**config.mk**
```make
export PLATFORM = sky130hd
export DESIGN_NAME = cv32e40p_x_result_merge
export DESIGN_NICKNAME = d
export VERILOG_FILES = /design/src/rtl/cv32e40p_core_v_xif_pkg.sv /design/src/rtl/cv32e40p_x_result_fifo.sv /design/src/rtl/cv32e40p_x_result_merge.sv
export SDC_FILE = /design/constraint.sdc
export NUM_CORES = 1
export LEC_CHECK = 0
export ABC_AREA = 0
export CORE_MARGIN = 2
export CORE_UTILIZATION = 25
export CTS_CLUSTER_SIZE = 10
export DETAILED_ROUTE_END_ITERATION = 6
export GPL_TIMING_DRIVEN = 0
export PLACE_DENSITY_LB_ADDON = 0.3
export SYNTH_ARGS = -nofsm -noshare
export SYNTH_HDL_FRONTEND = slang
export SYNTH_SLANG_ARGS = --single-unit
```
**constraint.sdc**
```tcl
create_clock -name clk -period 7.15 [get_ports clk]
set_input_delay 1.43 -clock clk [delete_from_list [all_inputs] [get_ports clk]]
set_output_delay 1.43 -clock clk [all_outputs]
set_load 0.02 [all_outputs]
```
**src/rtl/cv32e40p_core_v_xif_pkg.sv**
```systemverilog
// Shared X-interface definitions: result merge defaults and the packed result width,
// so RTL and bench agree on the {id, data, rd, we, float, exc, exccode} packing.
package cv32e40p_core_v_xif_pkg;

  localparam int unsigned X_RES_MERGE_CH    = 2;
  localparam int unsigned X_RES_MERGE_DEPTH = 2;

  function automatic int unsigned x_res_width(input int unsigned id_w, input int unsigned data_w);
    return id_w + data_w + 5 + data_w / 32 + 1 + 1 + 6;
  endfunction

endpackage

```
**src/rtl/cv32e40p_x_result_fifo.sv**
```systemverilog
// Single-channel result buffer: wrap-bit pointers, flush beats push/pop, no bypass.
module cv32e40p_x_result_fifo #(
  parameter int unsigned DEPTH = 2,
  parameter int unsigned WIDTH = 8
) (
  input  logic             clk,
  input  logic             rst_n,
  input  logic             flush_i,
  input  logic             push_i,
  input  logic             pop_i,
  input  logic [WIDTH-1:0] data_i,
  output logic [WIDTH-1:0] data_o,
  output logic             full_o,
  output logic             empty_o
);

  localparam int unsigned AW = $clog2(DEPTH);
  localparam int unsigned PW = AW + 1;

  logic [PW-1:0]    wptr_q, wptr_d, rptr_q, rptr_d;
  logic [WIDTH-1:0] mem_q [DEPTH];
  logic             do_push, do_pop;

  assign full_o  = (wptr_q[AW-1:0] == rptr_q[AW-1:0]) && (wptr_q[AW] != rptr_q[AW]);
  assign empty_o = (wptr_q == rptr_q);
  assign do_push = push_i && !full_o && !flush_i;
  assign do_pop  = pop_i && !empty_o && !flush_i;
  assign data_o  = mem_q[rptr_q[AW-1:0]];

  always_comb begin
    wptr_d = wptr_q;
    rptr_d = rptr_q;
    if (flush_i) begin
      wptr_d = '0;
      rptr_d = '0;
    end else begin
      if (do_push) wptr_d = wptr_q + PW'(1);
      if (do_pop)  rptr_d = rptr_q + PW'(1);
    end
  end

  always_ff @(posedge clk or negedge rst_n) begin
    if (!rst_n) begin
      wptr_q <= '0;
      rptr_q <= '0;
    end else begin
      wptr_q <= wptr_d;
      rptr_q <= rptr_d;
    end
  end

  // Payload storage carries no reset; the pointers alone define validity.
  always_ff @(posedge clk) begin
    if (do_push) mem_q[wptr_q[AW-1:0]] <= data_i;
  end

endmodule

```
**src/rtl/cv32e40p_x_result_merge.sv**
```systemverilog
// Merges NUM_CH coprocessor result streams onto the core X result channel with a locked
// round-robin arbiter; define CV32E40P_X_RESULT_FIXED_PRIO_EN for lowest-index-wins priority.
module cv32e40p_x_result_merge
  import cv32e40p_core_v_xif_pkg::*;
#(
  parameter int unsigned NUM_CH     = X_RES_MERGE_CH,
  parameter int unsigned FIFO_DEPTH = X_RES_MERGE_DEPTH,
  parameter int unsigned ID_WIDTH   = 4,
  parameter int unsigned DATA_WIDTH = 32,
  parameter int unsigned WE_WIDTH   = DATA_WIDTH / 32,
  // The package width assumes one we bit per word; an overridden WE_WIDTH is folded in here.
  localparam int unsigned RES_W = x_res_width(ID_WIDTH, DATA_WIDTH) - DATA_WIDTH / 32 + WE_WIDTH,
  localparam int unsigned CH_W  = (NUM_CH > 1) ? $clog2(NUM_CH) : 1,
  localparam int unsigned OCC_W = $clog2(NUM_CH * FIFO_DEPTH + 1)
) (
  input  logic                           clk,
  input  logic                           rst_n,
  input  logic                           flush_i,
  input  logic [NUM_CH-1:0]              ch_valid_i,
  output logic [NUM_CH-1:0]              ch_ready_o,
  input  logic [NUM_CH-1:0][RES_W-1:0]   ch_result_i,
  output logic                           result_valid_o,
  input  logic                           result_ready_i,
  output logic [RES_W-1:0]               result_o,
  output logic [CH_W-1:0]                result_ch_o,
  output logic [OCC_W-1:0]               occupancy_o
);

  logic [NUM_CH-1:0]             full, empty, push, pop;
  logic [NUM_CH-1:0][RES_W-1:0]  head;
  logic [CH_W-1:0]               grant;
  logic                          hs;
  logic                          lock_q, lock_d;
  logic [CH_W-1:0]               lock_ch_q, lock_ch_d;
  logic [OCC_W-1:0]              occ_q, occ_d;

  for (genvar c = 0; c < NUM_CH; c++) begin : g_fifo
    cv32e40p_x_result_fifo #(
      .DEPTH (FIFO_DEPTH),
      .WIDTH (RES_W)
    ) u_fifo (
      .clk     (clk),
      .rst_n   (rst_n),
      .flush_i (flush_i),
      .push_i  (push[c]),
      .pop_i   (pop[c]),
      .data_i  (ch_result_i[c]),
      .data_o  (head[c]),
      .full_o  (full[c]),
      .empty_o (empty[c])
    );
  end

  assign ch_ready_o     = ~full;
  assign push           = ch_valid_i & ~full & {NUM_CH{~flush_i}};
  assign result_valid_o = |(~empty);
  assign hs             = result_valid_o && result_ready_i;
  assign result_o       = result_valid_o ? head[grant] : '0;

  if (NUM_CH == 1) begin : g_single
    assign result_ch_o = '0;
  end else begin : g_multi
    assign result_ch_o = grant;
  end

`ifdef CV32E40P_X_RESULT_FIXED_PRIO_EN
  always_comb begin
    logic found;
    grant = '0;
    found = 1'b0;
    for (int i = 0; i < NUM_CH; i++) begin
      if (!found && !empty[i]) begin
        grant = CH_W'(i);
        found = 1'b1;
      end
    end
    if (lock_q) grant = lock_ch_q;
  end
`else
  logic [CH_W-1:0] rr_ptr_q, rr_ptr_d;

  // Search starts at the pointer and wraps, so the last-served channel goes to the back.
  always_comb begin
    logic        found;
    int unsigned idx;
    grant = '0;
    found = 1'b0;
    idx   = 0;
    for (int i = 0; i < NUM_CH; i++) begin
      idx = (32'(rr_ptr_q) + 32'(i)) % NUM_CH;
      if (!found && !empty[idx]) begin
        grant = CH_W'(idx);
        found = 1'b1;
      end
    end
    if (lock_q) grant = lock_ch_q;
  end

  always_comb begin
    rr_ptr_d = rr_ptr_q;
    if (flush_i)  rr_ptr_d = '0;
    else if (hs)  rr_ptr_d = (grant == CH_W'(NUM_CH - 1)) ? '0 : grant + CH_W'(1);
  end

  always_ff @(posedge clk or negedge rst_n) begin
    if (!rst_n) rr_ptr_q <= '0;
    else        rr_ptr_q <= rr_ptr_d;
  end
`endif

  always_comb begin
    pop = '0;
    for (int c = 0; c < NUM_CH; c++) pop[c] = hs && !flush_i && (grant == CH_W'(c));
  end

  // A stalled output freezes its grant so result_o cannot change under the core.
  assign lock_d    = result_valid_o && !result_ready_i && !flush_i;
  assign lock_ch_d = grant;

  always_comb begin
    occ_d = occ_q;
    for (int c = 0; c < NUM_CH; c++) occ_d = occ_d + OCC_W'(push[c]);
    if (hs)      occ_d = occ_d - OCC_W'(1);
    if (flush_i) occ_d = '0;
  end

  assign occupancy_o = occ_q;

  always_ff @(posedge clk or negedge rst_n) begin
    if (!rst_n) begin
      lock_q    <= 1'b0;
      lock_ch_q <= '0;
      occ_q     <= '0;
    end else begin
      lock_q    <= lock_d;
      lock_ch_q <= lock_ch_d;
      occ_q     <= occ_d;
    end
  end

endmodule

```
==> results of run 1 <==
[state kept, by name, indices dropped and copies added, names as in the netlist]
| signal | flops |
|---|---|
| g_fifo.u_fifo.rptr_q | 4 |
| occupancy_o | 3 |
| lock_ch_q | 1 |
| rr_ptr_q | 1 |
| g_fifo.u_fifo.mem_q | 200 |
| lock_q | 1 |
| g_fifo.u_fifo.wptr_q | 4 |
[kinds of logic after synthesis]
group                    count (synthesis)
AND/OR/NAND/NOR                         84
adder cells (fa/ha/maj)                  3
multiplexers                           104
AO/OA/AOI/OAI                          116
XOR/XNOR                                14
buffers and inverters                   47
flip-flops                             214
[metrics by stage]
stage / cells / setup WS (ps)
final: 1262 / 2370
after global routing: 1262 / 2160
after CTS: 1262 / 2260
after detailed placement: 1222 / 2850
after global placement: 1212 / -2860
after floorplan: 582 / 1320
[power by group]
group          switching [mW]  total, mW  internal, mW
sequential             0.0319       1.52          1.48
clock                   0.481       1.16         0.676
combinational            1.48       2.52          1.04
total                    2.00       5.19          3.20
[cells in the final DEF, fill, tap and decap left out, drive strengths merged]
cell type      netlist  layout
edfxtp             200     200
a22o                 1       1
buf                 22      32
xor2                 9       9
ha                   2       2
nand3                1       1
nand2               56      56
nor3b                1       1
nand2b               2       2
a21oi               53      53
mux2i              100     100
inv                  4       4
and3                 1       1
o41ai                1       1
nor2                13      13
a211oi              51      51
a2111oi              1       1
clkdlybuf4s50        0     162
clkinv               0       8
dfrtp               14      14
o211ai               3       3
o31ai                1       1
and2                 2       2
fa                   1       1
nor3                 4       4
o41a                 1       1
nand3b               1       1
a21o                 1       1
clkbuf              21      53
mux2                 4       4
nor2b                3       3
xnor2                5       5
o2111ai              1       1
o21ai                2       2
[worst max-delay path: cells and delay by family, from the launching register on]
family	cells	cell delay, ps
simple gates	2	860
flops	1	410
buf+inv	2	1020
xor+xnor	1	420
compound gates	1	100
[final cells by class]
cell class,count,area share (%)
Clock inverter,8,0.296
Clock buffer,32,5.67
Timing Repair Buffer,172,14.2
Sequential cell,214,51.9
Multi-Input combinational cell,321,21.2
Inverter,4,0.123
Buffer,43,1.81
Tap cell,468,4.78
[layer usage]
layer,track usage (%),routed length [microns],vias to the layer above
met5,0,0,-
met4,4.50,587,0
met3,1.71,860,34
met2,20.6,11500,117
met1,16.1,10900,2661
li1,-,-,2631
[worst min-delay path by stage]
stage / startpoint / to / slack [ps]
final: g_fifo[0].u_fifo.wptr_q[1]$_DFFE_PN0P_ / g_fifo[0].u_fifo.wptr_q[1]$_DFFE_PN0P_ / 600
after global routing: rr_ptr_q$_DFFE_PN0P_ / rr_ptr_q$_DFFE_PN0P_ / 650
after CTS: g_fifo[0].u_fifo.wptr_q[1]$_DFFE_PN0P_ / g_fifo[0].u_fifo.wptr_q[1]$_DFFE_PN0P_ / 610
after detailed placement: g_fifo[0].u_fifo.wptr_q[1]$_DFFE_PN0P_ / g_fifo[0].u_fifo.wptr_q[1]$_DFFE_PN0P_ / 600
after global placement: g_fifo[0].u_fifo.wptr_q[1]$_DFFE_PN0P_ / g_fifo[0].u_fifo.wptr_q[1]$_DFFE_PN0P_ / 580
after floorplan: rr_ptr_q$_DFFE_PN0P_ / rr_ptr_q$_DFFE_PN0P_ / 560
==> flow_summary.json, run 1 <==
{
  "status": "complete, no violations",
  "cts_sinks": 214,
  "cts_tree": "yes",
  "rsz0062_at_grt": "no",
  "slew_violations": 0,
  "grt_pass1_vias": 5714,
  "cp_cell_sequence": "xnor2_1 -> nand2_1 -> nor3_2 -> buf_2 -> a211oi_2 -> clkdlybuf4s50_1",
  "dieArea_sq_um": 38200,
  "synth_fa_ha_area_share_pct": 0.491,
  "async_reset_ff_share_pct": 6.54,
  "power.density_nw_per_um2": 424,
  "drive_above_1_share_pct": 15.2,
  "dp_hpwl_microns": 16100,
  "multiInputGateArea_sq_um": 2590,
  "final_nets": 892,
  "period_needed_ps": 4780,
  "irDropWorstVdd_v": 0.000189,
  "synth_compound_area_share_pct": 11.0,
  "hold_depth": 2,
  "syn_inst": 582,
  "grtUsageTotal_pct": 12.3,
  "design.core.area_sq_um": 36300,
  "synthTopCellsByCount": "edfxtp_1, mux2i_1, nand2_1, a21oi_1, a211oi_2",
  "skew_ps": 11.4,
  "cts_buffers": 27,
  "num_antenna_cells": 0,
  "cts_setup_buffers": 0,
  "synth_top_area_cell": "edfxtp_1",
  "ant_nets": 0,
  "syn-num-nets": 691,
  "cts_resized": 0,
  "r2r_slack_ps": 4460,
  "clk_pin_slew_ps": 60,
  "max_stage_delay_ps": 670,
  "synth_area_per_cell_sq_um": 15.8,
  "crit_fanout": 10,
  "period_share_pct": 66.9,
  "cp_slowest_cell": "nor3_2",
  "synthXorXnorAreaFrac_pct": 1.42,
  "wl_microns": 23800,
  "antenna_found_initial": 0,
  "startpoint_type": "flip-flop",
  "crit_type": "reg -> out",
  "clock_latency_ps": 520,
  "hold_ws_ps": 602,
  "yosys.area_share.simple_pct": 3.86,
  "cts_max_level": 1,
  "required_ps": 5720,
  "synthTopCellsByArea": "edfxtp_1, mux2i_1, a211oi_2",
  "synth_flop_cell": "edfxtp_1",
  "worstRegToRegCells": 10,
  "nFillCells": 3530,
  "ys_warn_count": 0,
  "start_util_pct": 25.2,
  "synth_seq_cells": 214,
  "postCtsHoldBufs": 0,
  "grt_max_degree": 51,
  "reg2reg_from": "g_fifo[1].u_fifo.rptr_q[0]$_DFFE_PN0P_",
  "place_congestion": 0.705,
  "synthMuxAreaShare_pct": 11.4,
  "setup_viol": 0,
  "cap_violations": 0,
  "num_vias": 5443,
  "grt_pass1_wl_microns": 35000,
  "reg2reg_to": "occupancy_o[1]$_DFF_PN0_",
  "syn2layout_area_growth_pct": 33.4,
  "overflow": 0,
  "yosysMostFrequentCell": "edfxtp_1",
  "synthesis.area_sq_um": 9170,
  "fmax_ghz": 0.209,
  "slew_headroom_pct": 35.3,
  "rows": 70,
  "drc": 0,
  "post-route-util_pct": 33.7,
  "die_h_microns": 196,
  "end_kind": "primary output",
  "pin_count": 163,
  "yosysSeqAreaShare_pct": 69.3,
  "min_path_type": "reg -> reg",
  "synth_top_family_by_area": "multiplexers",
  "port_buffers": 162,
  "cp-endpoint": "result_o[22]",
  "clockBufferDepth": 3,
  "finalPower_mw": 5.19,
  "dr.pass1.iters": 4,
  "seqCellArea_sq_um": 6360,
  "wl_per_cell_microns": 18.9,
  "crit_start": "g_fifo[1].u_fifo.rptr_q[1]$_DFFE_PN0P_",
  "via_per_inst": 4.31,
  "synth_edf_count": 200,
  "placed_area_sq_um": 11500,
  "fin_area_sq_um": 12200,
  "tns_ps": 0,
  "synth_top_area_share_pct": 65.5,
  "worstPathArrival_ps": 3350,
  "root_buffer": "clkbuf_16",
  "leakage_nw": 4.07,
  "ys_types": 39,
  "die_w_microns": 196,
  "hold_violations": 0,
  "drt_iter0_markers": 202,
  "worst_pin_slew_ps": 970
}
Power figures use the tool's default switching activity.
==> run 2, diff against run 1 <==
clock period = 4.79 ns   (was 7.15 ns; I/O delays follow)
==> results of run 2 <==
The final DEF is identical to that of run 1. Status: complete, no violations.
Among the figures that moved: setup slack after placement 2850 ps -> 961 ps; setup slack after layout 2370 ps -> 481 ps; register-to-register setup slack 4460 ps -> 2100 ps; total power 5.19 mW -> 7.75 mW; worst IR drop on VDD 0.000189 V -> 0.000282 V
==> run 3, diff against run 2 <==
--- a/config.mk
+++ b/config.mk
@@ -7,3 +7,3 @@
 export LEC_CHECK = 0
-export ABC_AREA = 0
+export ABC_AREA = 1
 export CORE_MARGIN = 2
--- a/constraint.sdc
+++ b/constraint.sdc
@@ -3,2 +3,2 @@
 set_output_delay 0.958 -clock clk [all_outputs]
-set_load 0.02 [all_outputs]
+set_load 0.01 [all_outputs]
==> flow_summary.json, run 3 <==
{
  "clockBufferDepth": 3,
  "grt_max_degree": 51,
  "pre_cts_slack_ps": 1200,
  "status": "complete, no violations",
  "grt_pass1_wl_microns": 35600,
  "synth_top_area_cell": "edfxtp_1",
  "cp_cell_sequence": "buf_4 -> inv_4 -> nand2_1 -> nand2_1 -> nor2_1 -> nand2_2 -> clkbuf_1 -> o21ai_0 -> nor2_1 -> clkdlybuf4s50_1",
  "ys_types": 28,
  "final_cell_mix": "nand2_1, edfxtp_1, clkdlybuf4s50_1",
  "skew_ps": 11.2,
  "final_nets": 1119,
  "place_congestion": 0.735,
  "crit_type": "reg -> out",
  "die_h_microns": 193,
  "design.core.area_sq_um": 35300,
  "wl_microns": 24300,
  "rsz0062_at_grt": "no",
  "synthesis.area_sq_um": 8910,
  "period_needed_ps": 4160,
  "cap_violations": 0,
  "worst_pin_slew_ps": 839,
  "synth_top_area_share_pct": 67.4,
  "required_ps": 3830,
  "dieArea_sq_um": 37200,
  "drt_iter0_markers": 283,
  "syn_inst": 812,
  "ant_nets": 0,
  "max_stage_delay_ps": 560,
  "fin_ws_ps": 628,
  "rows": 69,
  "end_kind": "primary output",
  "syn-num-nets": 921,
  "dr.pass1.iters": 4,
  "root_buffer": "clkbuf_16",
  "seqPwrFrac_pct": 44.4,
  "cts_setup_buffers": 0,
  "synth_seq_cells": 214,
  "period_share_pct": 86.9,
  "slew_violations": 0,
  "layout_commonest_cell": "nand2_1",
  "postCtsHoldBufs": 0,
  "largest_reg_flops": 200,
  "cts_sinks": 214,
  "cts_buffers": 26,
  "syn2layout_area_growth_pct": 35.4,
  "swShare_pct": 26.0,
  "drc": 0,
  "pin_count": 163,
  "wl_per_cell_microns": 16.3,
  "dp_hpwl_microns": 16100,
  "clk_pin_slew_ps": 60,
  "worstPathArrival_ps": 3200,
  "async_reset_ff_share_pct": 6.54,
  "num_vias": 6203,
  "cp_slowest_cell": "clkdlybuf4s50_1",
  "start_util_pct": 25.2,
  "clock_latency_ps": 530,
  "nFillCells": 3505,
  "grt_pass1_vias": 6051,
  "synth_edf_count": 200,
  "antenna_found_initial": 1,
  "hold_violations": 0,
  "p_switching_mw": 1.27,
  "drive_above_1_share_pct": 6.84,
  "combPwrFrac_pct": 19.5,
  "startpoint_type": "flip-flop",
  "yosysMostFrequentCell": "nand2_1",
  "synthTopCellsByCount": "nand2_1, edfxtp_1, nor2_1, o21ai_1, clkbuf_1",
  "fmax_ghz": 0.240,
  "setup_viol": 0,
  "yosysSeqAreaShare_pct": 71.4,
  "cts_tree": "yes",
  "synth_flop_cell": "edfxtp_1",
  "slew_headroom_pct": 44.1,
  "min_path_type": "reg -> reg",
  "leakage_nw": 4.67,
  "port_buffers": 162,
  "cts_max_level": 1,
  "overflow": 0,
  "power.density_nw_per_um2": 404,
  "crit_fanout": 10,
  "grtUsageTotal_pct": 12.9,
  "ys_warn_count": 0,
  "cts_resized": 0,
  "p_int_mw": 3.61,
  "synthTopCellsByArea": "edfxtp_1, nand2_1, nor2_1",
  "hold_ws_ps": 604,
  "irDropWorstVdd_v": 0.000228,
  "via_per_inst": 4.17,
  "clockPowerShare_pct": 36.1,
  "synth_area_per_cell_sq_um": 11.0,
  "die_w_microns": 193
}
[run 3: power groups by stage]
stage / sequential (mW) / combinational, mW / clock [mW]
3_5_place_dp: 2.20 / 0.968 / 0
5_1_grt: 2.17 / 1.05 / 1.89
6_report: 2.16 / 0.950 / 1.76
2_1_floorplan: 2.21 / 0.435 / 0
3_3_place_gp: 2.21 / 0.947 / 0
4_1_cts: 2.16 / 0.974 / 1.82
[run 3: final cells by class]
cell class / instances / area [sq um] / share of cell area (%)
Antenna cell: 3 / 7.51 / 0.0623
Buffer: 39 / 235 / 1.95
Clock buffer: 39 / 731 / 6.06
Clock inverter: 3 / 13.8 / 0.114
Inverter: 20 / 82.6 / 0.685
Multi-Input combinational cell: 539 / 2260 / 18.7
Sequential cell: 214 / 6360 / 52.7
Tap cell: 461 / 577 / 4.78
Timing Repair Buffer: 170 / 1800 / 14.9
[run 3: cells by family (layout without fill, tap and decap cells)]
kind of cell	count (synthesis)	after routing	synth area share [%]
AOI/OAI and AO/OA	64	64	3.96
xor gates and xnor gates	3	3	0.295
adders and majority gates	3	3	0.506
buffers and inverters	59	271	3.54
DFF	214	214	71.4
other	0	3	0
and+or+nand+nor	469	469	20.3
[run 3: worst paths after layout]
kind | start | end | slack, ps | cells past startpoint
setup / recovery | g_fifo[1].u_fifo.rptr_q[0]$_DFFE_PN0P_ | result_o[11] | 630 | 10
hold / removal | rr_ptr_q$_DFFE_PN0P_ | rr_ptr_q$_DFFE_PN0P_ | 600 | 2
hold reg to reg | rr_ptr_q$_DFFE_PN0P_ | rr_ptr_q$_DFFE_PN0P_ | 600 | 2
max in group asynchronous | rst_n | g_fifo[1].u_fifo.wptr_q[0]$_DFFE_PN0P_ | 3480 | 1
setup reg to reg | g_fifo[0].u_fifo.rptr_q[0]$_DFFE_PN0P_ | g_fifo[0].u_fifo.mem_q[0][28]$_DFFE_PP_ | 2110 | 10
min in group asynchronous | rst_n | g_fifo[1].u_fifo.rptr_q[0]$_DFFE_PN0P_ | 850 | 1
[run 3: layer usage]
metal  vias up  GRT usage, %  wire (microns)
met5         -             0               0
li1       3094             -               -
met4         0          3.67             425
met1      2951          17.0           10800
met3        32          2.24            1190
met2       126          21.9           11800
[run 3: stage by stage]
stage	cell area, sq um	power (mW)	TNS [ps]	utilization, %	instances
final	12100	4.88	0	34.1	1488
after floorplan	8920	2.64	0	-	812
after detailed placement	11300	3.17	0	32.0	1443
after CTS	12100	4.96	0	34.1	1485
after global placement	11100	3.15	-119550	31.5	1435
after global routing	12100	5.11	0	34.1	1486
[run 3: critical path, delay by kind of cell, from the launching register on]
family                 cells  cell delay (ps)
DFF                        1              350
and+or+nand+nor            5              650
buffers and inverters      4             1390
AOI/OAI and AO/OA          1              270
